[src/rtl/axi4_lite_read_arbiter_pkg.sv]
// Shared types and constants for the AXI4-lite read arbiter.
// Response codes and the arbiter FSM state encoding.
package axi4_lite_pkg;

    localparam logic [1:0] RESP_OKAY   = 2'b00;
    localparam logic [1:0] RESP_SLVERR = 2'b10;

    typedef enum logic [1:0] {
        IDLE,
        ADDR,
        RESP,
        DELIVER
    } rd_arb_state_t;

endpackage

[src/rtl/axi4_lite_read_arbiter_if.sv]
// Requester-side and slave-side read channels of the arbiter.
// The master modport is the arbiter's view; slave is the environment's view.
interface axi4_lite_read_arbiter_if #(
    parameter int N_MASTERS = 4,
    parameter int AW        = 3,
    parameter int DATA_SIZE = 32
);

    logic [N_MASTERS*AW-1:0]        m_read_address_i;
    logic [N_MASTERS-1:0]           m_read_address_valid_i;
    logic [N_MASTERS-1:0]           m_read_address_ready_o;
    logic [N_MASTERS*2-1:0]         m_read_data_response_o;
    logic [N_MASTERS*DATA_SIZE-1:0] m_read_data_o;
    logic [N_MASTERS-1:0]           m_read_data_valid_o;
    logic [N_MASTERS-1:0]           m_read_data_ready_i;

    logic [AW-1:0]                  s_read_address_o;
    logic                           s_read_address_valid_o;
    logic                           s_read_address_ready_i;
    logic [1:0]                     s_read_data_response_i;
    logic [DATA_SIZE-1:0]           s_read_data_i;
    logic                           s_read_data_valid_i;
    logic                           s_read_data_ready_o;

    modport master (
        input  m_read_address_i,
        input  m_read_address_valid_i,
        output m_read_address_ready_o,
        output m_read_data_response_o,
        output m_read_data_o,
        output m_read_data_valid_o,
        input  m_read_data_ready_i,
        output s_read_address_o,
        output s_read_address_valid_o,
        input  s_read_address_ready_i,
        input  s_read_data_response_i,
        input  s_read_data_i,
        input  s_read_data_valid_i,
        output s_read_data_ready_o
    );

    modport slave (
        output m_read_address_i,
        output m_read_address_valid_i,
        input  m_read_address_ready_o,
        input  m_read_data_response_o,
        input  m_read_data_o,
        input  m_read_data_valid_o,
        output m_read_data_ready_i,
        input  s_read_address_o,
        input  s_read_address_valid_o,
        output s_read_address_ready_i,
        output s_read_data_response_i,
        output s_read_data_i,
        output s_read_data_valid_i,
        input  s_read_data_ready_o
    );

endinterface

[src/rtl/axi4_lite_read_arbiter_pick.sv]
// Winner selection for the read arbiter; round-robin when
// AXI4_LITE_RD_ARB_RR_EN is defined, otherwise fixed lowest-index priority.
module axi4_lite_rd_arb_pick #(
    parameter int N_MASTERS = 4,
    parameter int GW        = 2
) (
    input  logic [N_MASTERS-1:0] req_i,
    input  logic [GW-1:0]        ptr_i,
    output logic [GW-1:0]        idx_o,
    output logic                 any_o
);

    assign any_o = |req_i;

`ifdef AXI4_LITE_RD_ARB_RR_EN
    logic found;

    // Search starts just after the last completed grant and wraps.
    always_comb begin
        idx_o = '0;
        found = 1'b0;
        for (int k = 1; k <= N_MASTERS; k++) begin
            if (!found && req_i[(int'(ptr_i) + k) % N_MASTERS]) begin
                idx_o = GW'((int'(ptr_i) + k) % N_MASTERS);
                found = 1'b1;
            end
        end
    end
`else
    logic unused_ptr;

    assign unused_ptr = ^ptr_i;

    always_comb begin
        idx_o = '0;
        for (int i = N_MASTERS - 1; i >= 0; i--) begin
            if (req_i[i]) begin
                idx_o = GW'(i);
            end
        end
    end
`endif

endmodule

[src/rtl/axi4_lite_read_arbiter.sv]
// Shares one AXI4-lite read slave among N_MASTERS requesters, one transaction
// at a time. Define AXI4_LITE_RD_ARB_RR_EN for round-robin arbitration.
module axi4_lite_read_arbiter
    import axi4_lite_pkg::*;
#(
    parameter int N_MASTERS = 4,
    parameter int DEPTH     = 8,
    parameter int DATA_SIZE = 32,
    localparam int AW       = $clog2(DEPTH),
    localparam int GW       = $clog2(N_MASTERS)
) (
    input  logic                     clk_i,
    input  logic                     rst_clk_ni,
    axi4_lite_read_arbiter_if.master bus,
    output logic [GW-1:0]            grant_o,
    output logic                     busy_o
);

    rd_arb_state_t                  state_q;
    logic [GW-1:0]                  grant_q;
    logic [GW-1:0]                  ptr_q;
    logic [AW-1:0]                  addr_q;
    logic                           arvalid_q;
    logic                           rready_q;
    logic [N_MASTERS-1:0]           m_rvalid_q;
    logic [N_MASTERS*DATA_SIZE-1:0] m_rdata_q;
    logic [N_MASTERS*2-1:0]         m_resp_q;

    logic [GW-1:0]                  win;
    logic                           any;
    logic [AW-1:0]                  win_addr;

    axi4_lite_rd_arb_pick #(
        .N_MASTERS (N_MASTERS),
        .GW        (GW)
    ) u_pick (
        .req_i (bus.m_read_address_valid_i),
        .ptr_i (ptr_q),
        .idx_o (win),
        .any_o (any)
    );

    assign win_addr = bus.m_read_address_i[int'(win)*AW +: AW];

    // The only combinational requester output: ready for the IDLE winner.
    always_comb begin
        bus.m_read_address_ready_o = '0;
        if (state_q == IDLE && any) begin
            bus.m_read_address_ready_o[win] = 1'b1;
        end
    end

    always_ff @(posedge clk_i or negedge rst_clk_ni) begin
        if (!rst_clk_ni) begin
            state_q    <= IDLE;
            grant_q    <= '0;
            ptr_q      <= GW'(N_MASTERS - 1);
            addr_q     <= '0;
            arvalid_q  <= 1'b0;
            rready_q   <= 1'b0;
            m_rvalid_q <= '0;
            m_rdata_q  <= '0;
            m_resp_q   <= '0;
        end else begin
            unique case (state_q)
                IDLE: begin
                    if (any) begin
                        addr_q    <= win_addr;
                        grant_q   <= win;
                        arvalid_q <= 1'b1;
                        m_resp_q  <= '0;
                        state_q   <= ADDR;
                    end
                end
                ADDR: begin
                    if (bus.s_read_address_ready_i) begin
                        arvalid_q <= 1'b0;
                        rready_q  <= 1'b1;
                        state_q   <= RESP;
                    end
                end
                RESP: begin
                    if (bus.s_read_data_valid_i) begin
                        rready_q <= 1'b0;
                        m_rdata_q[int'(grant_q)*DATA_SIZE +: DATA_SIZE]
                            <= bus.s_read_data_i;
                        m_resp_q[int'(grant_q)*2 +: 2]
                            <= bus.s_read_data_response_i;
                        m_rvalid_q[grant_q] <= 1'b1;
                        state_q <= DELIVER;
                    end
                end
                DELIVER: begin
                    if (bus.m_read_data_ready_i[grant_q]) begin
                        m_rvalid_q <= '0;
                        ptr_q      <= grant_q;
                        state_q    <= IDLE;
                    end
                end
                default: state_q <= IDLE;
            endcase
        end
    end

    assign bus.s_read_address_o       = addr_q;
    assign bus.s_read_address_valid_o = arvalid_q;
    assign bus.s_read_data_ready_o    = rready_q;
    assign bus.m_read_data_valid_o    = m_rvalid_q;
    assign bus.m_read_data_o          = m_rdata_q;
    assign bus.m_read_data_response_o = m_resp_q;
    assign grant_o                    = grant_q;
    assign busy_o                     = (state_q != IDLE);

endmodule

[src/flat_wrapper.sv]
// flat-port wrapper written by rule: the top's interface ports become plain ports
module axi4_lite_read_arbiter_flat import axi4_lite_pkg::*;
#(
    parameter int N_MASTERS = 4,
    parameter int DEPTH     = 8,
    parameter int DATA_SIZE = 32,
    localparam int AW       = $clog2(DEPTH),
    localparam int GW       = $clog2(N_MASTERS)
)
  (clk_i, rst_clk_ni, grant_o, busy_o, bus_m_read_address_i, bus_m_read_address_valid_i, bus_m_read_address_ready_o, bus_m_read_data_response_o, bus_m_read_data_o, bus_m_read_data_valid_o, bus_m_read_data_ready_i, bus_s_read_address_o, bus_s_read_address_valid_o, bus_s_read_address_ready_i, bus_s_read_data_response_i, bus_s_read_data_i, bus_s_read_data_valid_i, bus_s_read_data_ready_o);
  axi4_lite_read_arbiter_if #(.N_MASTERS(N_MASTERS), .AW((3)), .DATA_SIZE(DATA_SIZE)) bus_i ();
  input  logic clk_i;
  input  logic rst_clk_ni;
  output logic [GW-1:0] grant_o;
  output logic busy_o;
  input wire logic [$bits(bus_i.m_read_address_i)-1:0] bus_m_read_address_i;
  input wire logic [$bits(bus_i.m_read_address_valid_i)-1:0] bus_m_read_address_valid_i;
  output wire logic [$bits(bus_i.m_read_address_ready_o)-1:0] bus_m_read_address_ready_o;
  output wire logic [$bits(bus_i.m_read_data_response_o)-1:0] bus_m_read_data_response_o;
  output wire logic [$bits(bus_i.m_read_data_o)-1:0] bus_m_read_data_o;
  output wire logic [$bits(bus_i.m_read_data_valid_o)-1:0] bus_m_read_data_valid_o;
  input wire logic [$bits(bus_i.m_read_data_ready_i)-1:0] bus_m_read_data_ready_i;
  output wire logic [$bits(bus_i.s_read_address_o)-1:0] bus_s_read_address_o;
  output wire logic [$bits(bus_i.s_read_address_valid_o)-1:0] bus_s_read_address_valid_o;
  input wire logic [$bits(bus_i.s_read_address_ready_i)-1:0] bus_s_read_address_ready_i;
  input wire logic [$bits(bus_i.s_read_data_response_i)-1:0] bus_s_read_data_response_i;
  input wire logic [$bits(bus_i.s_read_data_i)-1:0] bus_s_read_data_i;
  input wire logic [$bits(bus_i.s_read_data_valid_i)-1:0] bus_s_read_data_valid_i;
  output wire logic [$bits(bus_i.s_read_data_ready_o)-1:0] bus_s_read_data_ready_o;
  assign bus_i.m_read_address_i = bus_m_read_address_i;
  assign bus_i.m_read_address_valid_i = bus_m_read_address_valid_i;
  assign bus_m_read_address_ready_o = bus_i.m_read_address_ready_o;
  assign bus_m_read_data_response_o = bus_i.m_read_data_response_o;
  assign bus_m_read_data_o = bus_i.m_read_data_o;
  assign bus_m_read_data_valid_o = bus_i.m_read_data_valid_o;
  assign bus_i.m_read_data_ready_i = bus_m_read_data_ready_i;
  assign bus_s_read_address_o = bus_i.s_read_address_o;
  assign bus_s_read_address_valid_o = bus_i.s_read_address_valid_o;
  assign bus_i.s_read_address_ready_i = bus_s_read_address_ready_i;
  assign bus_i.s_read_data_response_i = bus_s_read_data_response_i;
  assign bus_i.s_read_data_i = bus_s_read_data_i;
  assign bus_i.s_read_data_valid_i = bus_s_read_data_valid_i;
  assign bus_s_read_data_ready_o = bus_i.s_read_data_ready_o;
  axi4_lite_read_arbiter #(.N_MASTERS(N_MASTERS), .DEPTH(DEPTH), .DATA_SIZE(DATA_SIZE)) u_core (.clk_i(clk_i), .rst_clk_ni(rst_clk_ni), .bus(bus_i), .grant_o(grant_o), .busy_o(busy_o));
endmodule
[config.mk]
export PLATFORM = sky130hd
export DESIGN_NAME = axi4_lite_read_arbiter_flat
export DESIGN_NICKNAME = d
export VERILOG_FILES = /design/src/rtl/axi4_lite_read_arbiter_pkg.sv /design/src/rtl/axi4_lite_read_arbiter_if.sv /design/src/rtl/axi4_lite_read_arbiter_pick.sv /design/src/rtl/axi4_lite_read_arbiter.sv /design/src/flat_wrapper.sv
export SDC_FILE = /design/constraint.sdc
export NUM_CORES = 1
export LEC_CHECK = 0
export ABC_CLOCK_PERIOD_IN_PS = 2700
export CAP_MARGIN = 20
export CORE_MARGIN = 10
export CORE_UTILIZATION = 62
export DETAILED_ROUTE_END_ITERATION = 8
export DONT_BUFFER_PORTS = 1
export PLACE_DENSITY = 0.78
export SETUP_SLACK_MARGIN = 0.5
export SYNTH_ARGS = -nofsm -noshare
export SYNTH_HDL_FRONTEND = slang
export SYNTH_SLANG_ARGS = --single-unit
[constraint.sdc]
create_clock -name clk_i -period 2.7 [get_ports clk_i]
set_input_delay 0.675 -clock clk_i [delete_from_list [all_inputs] [get_ports clk_i]]
set_output_delay 0.675 -clock clk_i [all_outputs]
set_load 0.1 [all_outputs]
==> impl_metrics.json, run 1 <==
{
  "synth_edf_count": 0,
  "h-tree-depth": 4,
  "min_period_ns": 2.352,
  "cts_buffers": 17,
  "drc": 0,
  "hold_violations": 149,
  "cp-end-kind": "output pin",
  "critPathLaunchType": "register",
  "hold_class": "input port to async pin",
  "overflow": 0,
  "grt_pass1_vias": 4655,
  "cts_tree": "built",
  "whs_ns": -0.1429,
  "area_delta_synth_final_pct": 27.65,
  "die_w_um": 117.3,
  "dp_cells": 646,
  "fin_crit_sh": 0.8713,
  "syn_nets": 510,
  "crit_path_max_fanout": 5,
  "fin_area_um2": 7486,
  "setup_viol": 0,
  "path_clk_slew_ns": 0.07,
  "worst_ep_arrival_time_ns": 1.68,
  "core_area_um2": 9240,
  "clk_latency_ns": 0.51,
  "post-route-util": 0.8102,
  "globalplace.congestion": 0.8313,
  "async_flop_share": 1.000,
  "root_buffer": "clkbuf_8",
  "diodes": 0,
  "grt_setup_unrepaired": "true",
  "syn_area_per_cell_um2": 13.30,
  "synth_ff_type": "dfrtp_1",
  "stdcell_count": 691,
  "vias_per_cell": 6.417,
  "violations": "negative hold slack",
  "antenna_found_initial": 0,
  "fin_ws_ns": 0.3476,
  "drt-wirelength-per-cell_um": 25.78,
  "ys_ff_latch": 149,
  "slew_headroom": 0.3608,
  "hpwl_mm": 12.32,
  "slew_viol_final": 0,
  "drtIter0Drc": 450,
  "first_pass_iters": 5,
  "synth.distinct_cells": 32,
  "die-area_um2": 13750,
  "synth_top_area_share": 0.6358,
  "start_util": 0.6347,
  "cts.sinks": 149,
  "place_area_um2": 6755,
  "path_class": "register to output pin",
  "wl_mm": 17.82,
  "worst_pin_slew_ns": 0.9589,
  "syn_area_um2": 5864,
  "synth_seq_area_share": 0.6358,
  "cp.required_ns": 2.03,
  "fmax_mhz": 425.1,
  "nets": 618,
  "skew_ns": 0.01125,
  "post-synth-top-area-cell": "dfrtp_1",
  "dr_total_vias": 4434,
  "cts_buffer_depth": 2,
  "fp.dieH_um": 117.3,
  "io_pins": 210,
  "syn_inst": 441,
  "netlist_top_cells_area": "dfrtp_1 (64%), a22o_1 (20%), ha_1 (2.3%)",
  "preCtsSetupSlack_ns": 0.3896,
  "ant_nets": 0,
  "drive_above_1_share": 0.3167,
  "maxCapViolations": 0,
  "status": "complete, but fails checks",
  "placement_rows": 35,
  "place.port_buffers": 0,
  "yosysWarnings": 0,
  "grt_use_total": 0.2570,
  "grt_max_degree": 150,
  "grt_pass1_wl_mm": 26.89
}
[flip-flops by register name, indices dropped and copies added, names as in the netlist]
signal	count
u_core.bus.m_read_data_o	128
u_core.bus.m_read_data_response_o	8
u_core.bus.m_read_data_valid_o	4
u_core.bus.s_read_address_o	3
u_core.grant_o	2
u_core.state_q	2
u_core.bus.s_read_address_valid_o	1
u_core.bus.s_read_data_ready_o	1
[cell families after synthesis]
group,share of synthesized area
muxes,0.02411
AOI/OAI and AO/OA,0.2315
buffers and inverters,0.03136
adders and majority gates,0.02347
and+or+nand+nor,0.05377
DFF,0.6358
[repair_timing]
item	4_1_cts	5_1_grt
gates resized for setup	10	8
buffers inserted	8	5
setup endpoints to repair	43	121
pin swaps	2	0
hold endpoints to repair	149	149
[final timing paths]
kind | from | cells past startpoint | slack (ns) | end
min in group clk_i | bus_s_read_data_i[12] | 1 | 0.29 | u_core.bus.m_read_data_o[76]
worst min-delay path | rst_clk_ni | 0 | -0.14 | u_core.bus.m_read_data_o[59]
max in group asynchronous | rst_clk_ni | 0 | 2.66 | u_core.grant_o[0]
worst max register to register | u_core.state_q[0] | 8 | 0.61 | u_core.bus.m_read_data_o[0]
worst max-delay path | u_core.state_q[0] | 4 | 0.35 | bus_m_read_address_ready_o[3]
worst min register to register | u_core.bus.m_read_data_o[18] | 1 | 0.51 | u_core.bus.m_read_data_o[18]
[synth_stat cells (2+ instances only)]
cell / n
o21ai_0: 9
mux2_2: 7
ha_1: 11
nor2_1: 16
inv_1: 9
nor4_1: 3
nand2_1: 25
dfrtp_1: 149
nand2b_1: 3
mux2i_1: 4
and3_1: 2
nor2b_1: 4
and2_1: 2
a31oi_1: 3
buf_2: 9
clkbuf_1: 17
a2bb2oi_1: 2
a21oi_1: 15
a22o_1: 134
buf_6: 3
nand4_1: 2
nand3_1: 2
[worst max-delay path, cell delays in order (launching register included)]
cell	delay [ns]
dfrtp_1	0.39
inv_2	0.11
ha_4	0.19
buf_6	0.10
and3_4	0.37
[per-layer routing]
| metal | part of all wire | track usage | vias to the layer above |
|---|---|---|---|
| met1 | 0.35 | 0.2864 | 2279 |
| met2 | 0.51 | 0.4295 | 247 |
| li1 | - | - | 1886 |
| met5 | 0 | 0 | - |
| met4 | 0.016 | 0.09143 | 0 |
| met3 | 0.13 | 0.1126 | 22 |
[through the flow]
step / TNS (ns) / hold slack [ns]
2_1_floorplan: -0.1590 / 0.3794
3_3_place_gp: 0 / 0.3840
3_5_place_dp: 0 / 0.3839
4_1_cts: 0 / -0.1653
5_1_grt: 0 / -0.1798
6_report: 0 / -0.1429
[cell usage in the layout (no fill, tap or decap), types with 3 or more instances in the layout]
cell type   count
a31oi_1         3
inv_1           5
mux2i_1         4
o21ai_0         9
nor2_1         13
inv_6           4
buf_4         112
nand2_1        25
a22o_1        134
nor4_1          3
nand2b_1        3
clkbuf_16      16
nor2b_1         3
ha_1            8
mux2_2          7
clkinvlp_4      5
a21oi_1        15
dfrtp_1       147
clkinv_4        3
buf_12          4
[final cells by class]
| type | instances | area (um2) |
|---|---|---|
| fillers | 508 | 1754 |
| clock buffers | 19 | 431.7 |
| clock inverters | 13 | 141.4 |
| inverters | 9 | 41.29 |
| multi-input cells | 253 | 2016 |
| flip-flops and latches | 149 | 3736 |
| repair buffers | 119 | 958.4 |
| well taps | 129 | 161.4 |
Power of run 1 is left out: the tool's default activity adds up to more than one toggle a clock period on the data nets, which glitch-free logic cannot reach.
==> inputs of run 2 (changes only) <==
Settings changed: ABC_AREA set to 1, CORE_UTILIZATION 62 to 40, PLACE_DENSITY 0.78 to unset.
==> run 2 against run 1 <==
The run still ends with negative hold slack left. Synthesized area increased by 10%. Sequential share of layout area down 4.6 points. Design area up 10%. Largest cell class unchanged.
==> impl_metrics.json, run 2 <==
{
  "yosysWarnings": 0,
  "slew_viol_final": 0,
  "area_delta_synth_final_pct": 27.15,
  "core_area_um2": 15890,
  "synth_top_area_share": 0.5758,
  "path_clk_slew_ns": 0.06,
  "setup_viol": 0,
  "root_buffer": "clkbuf_16",
  "synth_edf_count": 0,
  "min_period_ns": 2.249,
  "clockPowerShare": 0.227,
  "worst_pin_slew_ns": 0.9345,
  "status": "complete, but fails checks",
  "cp.required_ns": 2.03,
  "placement_rows": 46,
  "clk_latency_ns": 0.42,
  "ant_nets": 0,
  "place_area_um2": 7388,
  "whs_ns": -0.04524,
  "nets": 857,
  "synth_seq_area_share": 0.5758,
  "worst_ep_arrival_time_ns": 1.57,
  "first_pass_iters": 5,
  "num-fill-cells": 1479,
  "syn_area_um2": 6475,
  "diodes": 0,
  "intPower_uw": 5140,
  "hold_class": "input port to async pin",
  "grt_use_total": 0.1923,
  "largest_register_ffs": 128,
  "cts_tree": "built",
  "globalplace.congestion": 0.8818,
  "crit_path_max_fanout": 5,
  "cpPeakStageDelay_ns": 0.39,
  "post-synth-top-area-cell": "dfrtp_1",
  "synthTopCellsByCount": "o21ai_0 (199), dfrtp_1 (149), nand2_1 (86), inv_1 (74), o21ai_1 (48)",
  "cts_buffer_depth": 2,
  "final_common_cell": "o21ai_0",
  "syn_nets": 764,
  "power_density_nw_per_um2": 1305,
  "synth_ff_type": "dfrtp_1",
  "path_class": "register to output pin",
  "drive_above_1_share": 0.2246,
  "syn_area_per_cell_um2": 9.316,
  "antenna_found_initial": 0,
  "p_sw_uw": 5606,
  "critPathLaunchType": "register",
  "synth.distinct_cells": 28,
  "io_pins": 210,
  "die_w_um": 147.2,
  "cts.sinks": 149,
  "netlist_top_cells_area": "dfrtp_1 (58%), o21ai_0 (15%), nand2_1 (5.0%)",
  "async_flop_share": 1.000,
  "syn_inst": 695,
  "slowest_stage": "dfrtp_1",
  "hold_violations": 149,
  "ys_ff_latch": 149,
  "crit_chain": "inv_2, ha_4, clkinvlp_4, nor3_4, buf_12",
  "ir_drop_mv": 0.6815,
  "violations": "negative hold slack",
  "drt-wirelength-per-cell_um": 21.18,
  "h-tree-depth": 4,
  "die-area_um2": 21680,
  "fmax_mhz": 444.7,
  "dr_total_vias": 5502,
  "drc": 0,
  "cts_buffers": 17,
  "overflow": 0,
  "dp_cells": 967,
  "grt_pass1_wl_mm": 32.85,
  "power_leakage_uw": 0.004016,
  "hpwl_mm": 14.57,
  "fin_area_um2": 8233,
  "grt_setup_unrepaired": "true",
  "skew_ns": 0.008900,
  "final_cell_mix": "o21ai_0 (198), dfrtp_1 (147), buf_4 (108), nand2_1 (83), inv_1 (66)",
  "pwr-share-seq": 0.387,
  "p_comb_frac": 0.386,
  "fp.dieH_um": 147.2,
  "wl_mm": 21.45,
  "yosysMostFrequentCell": "o21ai_0",
  "grt_max_degree": 150,
  "maxCapViolations": 0,
  "vias_per_cell": 5.431,
  "swShare": 0.5217,
  "grt_pass1_vias": 5708,
  "fin_crit_sh": 0.8328,
  "place.port_buffers": 0,
  "start_util": 0.4076,
  "stdcell_count": 1013,
  "drtIter0Drc": 415,
  "slew_headroom": 0.3770,
  "cp-end-kind": "output pin"
}
## run 2: cell count changes in the layout (fill, tap and decap cells not counted), sizes merged, moves of 4 or more
cell,delta
nand2,+62
nor2,-9
mux2i,-4
nor2b,-4
inv,+59
o31ai,+31
o21ai,+238
mux2,-7
a21oi,-13
nand3,+23
a22o,-134
nand4,+6
## run 2: cells by family after synthesis
| family | synth area share |
|---|---|
| AO/OA/AOI/OAI | 0.2319 |
| adder cells (fa/ha/maj) | 0.02126 |
| buffers and inverters | 0.07826 |
| flip-flops | 0.5758 |
| AND/OR/NAND/NOR | 0.09276 |
## run 2: through the flow
step	total power [uW]	TNS (ns)	setup slack (ns)	utilization	hold slack, ns
after floorplan	7017	-0.003719	-0.003719	-	0.3794
after global placement	7974	0	0.3913	0.4651	0.3840
after detailed placement	8086	0	0.2752	0.4651	0.3841
after CTS	10690	0	0.3954	0.5117	-0.06177
after global routing	11210	0	0.4040	0.5183	-0.06499
final	10750	0	0.4514	0.5183	-0.04524
## run 2: layout make-up
cell class / count / area [um2] / area share
Sequential cell: 149 / 3731 / 0.4532
Multi-Input combinational cell: 427 / 2352 / 0.2857
Timing Repair Buffer: 117 / 973.4 / 0.1182
Clock buffer: 19 / 442.9 / 0.05380
Inverter: 75 / 301.5 / 0.03663
Tap cell: 216 / 270.3 / 0.03283
Clock inverter: 9 / 153.9 / 0.01869
Timing Repair inverter: 1 / 7.507 / 0.0009119
## run 2: timing repair
item | 4_1_cts | 5_1_grt
gates cloned | 1 | 1
endpoints found under the hold margin | 149 | 149
setup buffers | 12 | 4
endpoints found under the setup margin | 51 | 115
pin swaps | 3 | 3
gates resized for setup | 10 | 15
## run 2: power by group through the flow
stage | combinational, uW | sequential (uW) | clock (uW)
6_report | 4150 | 4160 | 2440
3_3_place_gp | 3770 | 4200 | 0
3_5_place_dp | 3870 | 4220 | 0
4_1_cts | 4060 | 4170 | 2470
5_1_grt | 4440 | 4210 | 2570
2_1_floorplan | 1500 | 5510 | 0
## run 2: final timing paths
path | start | to | slack [ns] | depth (start not counted)
worst max-delay path | u_core.state_q[1] | bus_m_read_address_ready_o[0] | 0.45 | 5
worst min-delay path | rst_clk_ni | u_core.bus.m_read_data_o[115] | -0.05 | 0
worst max register to register | u_core.grant_o[0] | u_core.bus.m_read_data_o[71] | 0.57 | 5
worst min register to register | u_core.bus.m_read_data_response_o[0] | u_core.bus.m_read_data_response_o[0] | 0.49 | 2
max in group asynchronous | rst_clk_ni | u_core.grant_o[0] | 2.55 | 0
min in group clk_i | bus_s_read_data_i[31] | u_core.bus.m_read_data_o[95] | 0.39 | 2
## run 2: per-layer routing
| layer | track usage | part of all wire | vias to the layer above |
|---|---|---|---|
| met5 | 0 | 0 | - |
| met4 | 0.06492 | 0.017 | 0 |
| met3 | 0.08415 | 0.11 | 24 |
| met2 | 0.3199 | 0.49 | 231 |
| met1 | 0.2160 | 0.38 | 2687 |
| li1 | - | - | 2560 |
## run 2: critical path: cells and delay by family (launching register included)
| family | cells | cell delay [ns] |
|---|---|---|
| fa+ha+maj | 1 | 0.19 |
| buf+inv | 3 | 0.40 |
| flops | 1 | 0.39 |
| simple gates | 1 | 0.17 |
(Power assumes the default switching activity.)
==> inputs of run 3 (changes only) <==
Settings changed: ABC_CLOCK_PERIOD_IN_PS 2700 to 2000.
Clock period 2.7 ns to 2 ns, I/O delays scaled along.
==> run 3 against run 2 <==
The flow finishes with violations (negative hold slack, negative setup slack). Flip-flop and latch count stayed put. Via count up 25%. Total power rose by 87%. Die area is the same. Core utilization is 30 points higher. Design area rose by 57%. Largest cell class is now buffers.
==> impl_metrics.json, run 3 (synthesized netlist as in run 2, its figures left out) <==
{
  "die-area_um2": 21680,
  "ir_drop_mv": 1.324,
  "path_clk_slew_ns": 0.07,
  "final_common_cell": "dfrtp_1",
  "antenna_found_initial": 0,
  "vias_per_cell": 5.890,
  "io_pins": 210,
  "cts_buffers": 17,
  "ant_nets": 0,
  "drive_above_1_share": 0.5546,
  "cts.sinks": 149,
  "slew_headroom": 0.6685,
  "grt_use_total": 0.2464,
  "h-tree-depth": 4,
  "cts_buffer_depth": 2,
  "drc": 0,
  "setup_viol": 5,
  "final_cell_mix": "dfrtp_1 (146), buf_12 (120), o21ai_2 (114), o21ai_1 (72), nand2_1 (69)",
  "min_period_ns": 2.104,
  "largest_register_ffs": 128,
  "dr_total_vias": 6880,
  "maxCapViolations": 0,
  "hold_class": "input port to async pin",
  "root_buffer": "clkbuf_16",
  "post-route-util": 0.8153,
  "start_util": 0.4076,
  "clk_latency_ns": 0.43,
  "swShare": 0.4957,
  "cp-end-kind": "output pin",
  "place.port_buffers": 0,
  "cp.required_ns": 1.50,
  "skew_ns": 0.009318,
  "globalplace.congestion": 0.8393,
  "diodes": 0,
  "grt_pass1_wl_mm": 41.34,
  "worst_ep_arrival_time_ns": 1.60,
  "crit_path_max_fanout": 5,
  "wl_mm": 32.28,
  "slew_viol_final": 0,
  "overflow": 0,
  "first_pass_iters": 4,
  "hpwl_mm": 15.22,
  "clockPowerShare": 0.170,
  "p_sw_uw": 9981,
  "cts_tree": "built",
  "pwr-share-seq": 0.201,
  "drtIter0Drc": 499,
  "worst_pin_slew_ns": 0.4973,
  "tns_ns": -0.4419,
  "drt-wirelength-per-cell_um": 27.64,
  "grt_setup_unrepaired": "true",
  "power_density_nw_per_um2": 1555,
  "multi_input_area_um2": 3590,
  "whs_ns": -0.2358,
  "power_leakage_uw": 0.005797,
  "grt_max_degree": 150,
  "status": "complete, but fails checks",
  "path_class": "register to output pin",
  "fmax_mhz": 475.3,
  "critPathLaunchType": "register",
  "intPower_uw": 10150,
  "area_delta_synth_final_pct": 100.0,
  "grt_pass1_vias": 6884,
  "nets": 1008,
  "p_comb_frac": 0.629,
  "hold_violations": 149,
  "placement_rows": 46,
  "die_w_um": 147.2,
  "fp.dieH_um": 147.2,
  "num-fill-cells": 796,
  "seq_area_um2": 3737,
  "fin_ws_ns": -0.1039,
  "violations": "negative hold slack, negative setup slack",
  "core_area_um2": 15890,
  "fin_crit_sh": 1.052
}
run 3: final cells by class:
type	instances	share of cell area
Multi-Input combinational cell	427	0.2772
Inverter	75	0.02570
Timing Repair Buffer	269	0.3399
Clock buffer	21	0.03632
Sequential cell	149	0.2886
Clock inverter	11	0.01150
Tap cell	216	0.02087
run 3: worst paths after layout:
kind,cells after the start,to,slack [ns],startpoint
worst max register to register,11,u_core.bus.m_read_data_response_o[5],0.10,u_core.state_q[0]
worst max-delay path,5,bus_m_read_address_ready_o[0],-0.10,u_core.state_q[0]
worst min register to register,2,u_core.bus.m_read_data_o[72],0.56,u_core.bus.m_read_data_o[72]
worst min-delay path,0,u_core.bus.m_read_data_o[77],-0.24,rst_clk_ni
min in group clk_i,2,u_core.bus.m_read_data_response_o[0],0.21,bus_s_read_data_response_i[0]
max in group asynchronous,0,u_core.grant_o[1],2.06,rst_clk_ni
run 3: metal layers:
metal	vias to the layer above	routed length, um	global-route usage
li1	2902	-	-
met5	-	0	0
met1	3503	11010	0.2656
met3	98	2928	0.08784
met2	377	17090	0.4330
met4	0	1257	0.09316
run 3: metrics by stage:
| stage | area (um2) | cells | total power [uW] | hold WS [ns] | setup slack [ns] |
|---|---|---|---|---|---|
| finish | 12950 | 1168 | 20130 | -0.2358 | -0.1039 |
| global route | 12950 | 1168 | 20660 | -0.2470 | -0.1515 |
| CTS | 11170 | 1143 | 17630 | -0.2369 | -0.05623 |
| detailed placement | 8021 | 1033 | 11490 | 0.2105 | 0.06051 |
| global placement | 8021 | 1033 | 11360 | 0.2105 | 0.1008 |
| floorplan | 6720 | 695 | 9805 | 0.2044 | -0.5284 |
run 3: power by group through the flow:
| stage | clock (uW) | combinational [uW] | sequential (uW) |
|---|---|---|---|
| 3_5_place_dp | 0 | 7680 | 3820 |
| 5_1_grt | 3580 | 13000 | 4070 |
| 6_report | 3430 | 12700 | 4040 |
| 2_1_floorplan | 0 | 2340 | 7470 |
| 3_3_place_gp | 0 | 7570 | 3790 |
| 4_1_cts | 3380 | 10400 | 3840 |
run 3: timing repair:
action | in CTS | in global routing
pin swaps | 28 | 15
hold endpoints to repair | 149 | 149
buffers inserted | 62 | 19
gates cloned | 16 | 6
gates resized for setup | 438 | 388
setup endpoints to repair | 300 | 301
run 3: critical path, cell delays in order, from the launching register on:
cell and delay, ns:
dfrtp_1 0.39, inv_2 0.10, ha_4 0.20, clkinvlp_4 0.13
nor3_4 0.16, buf_12 0.20
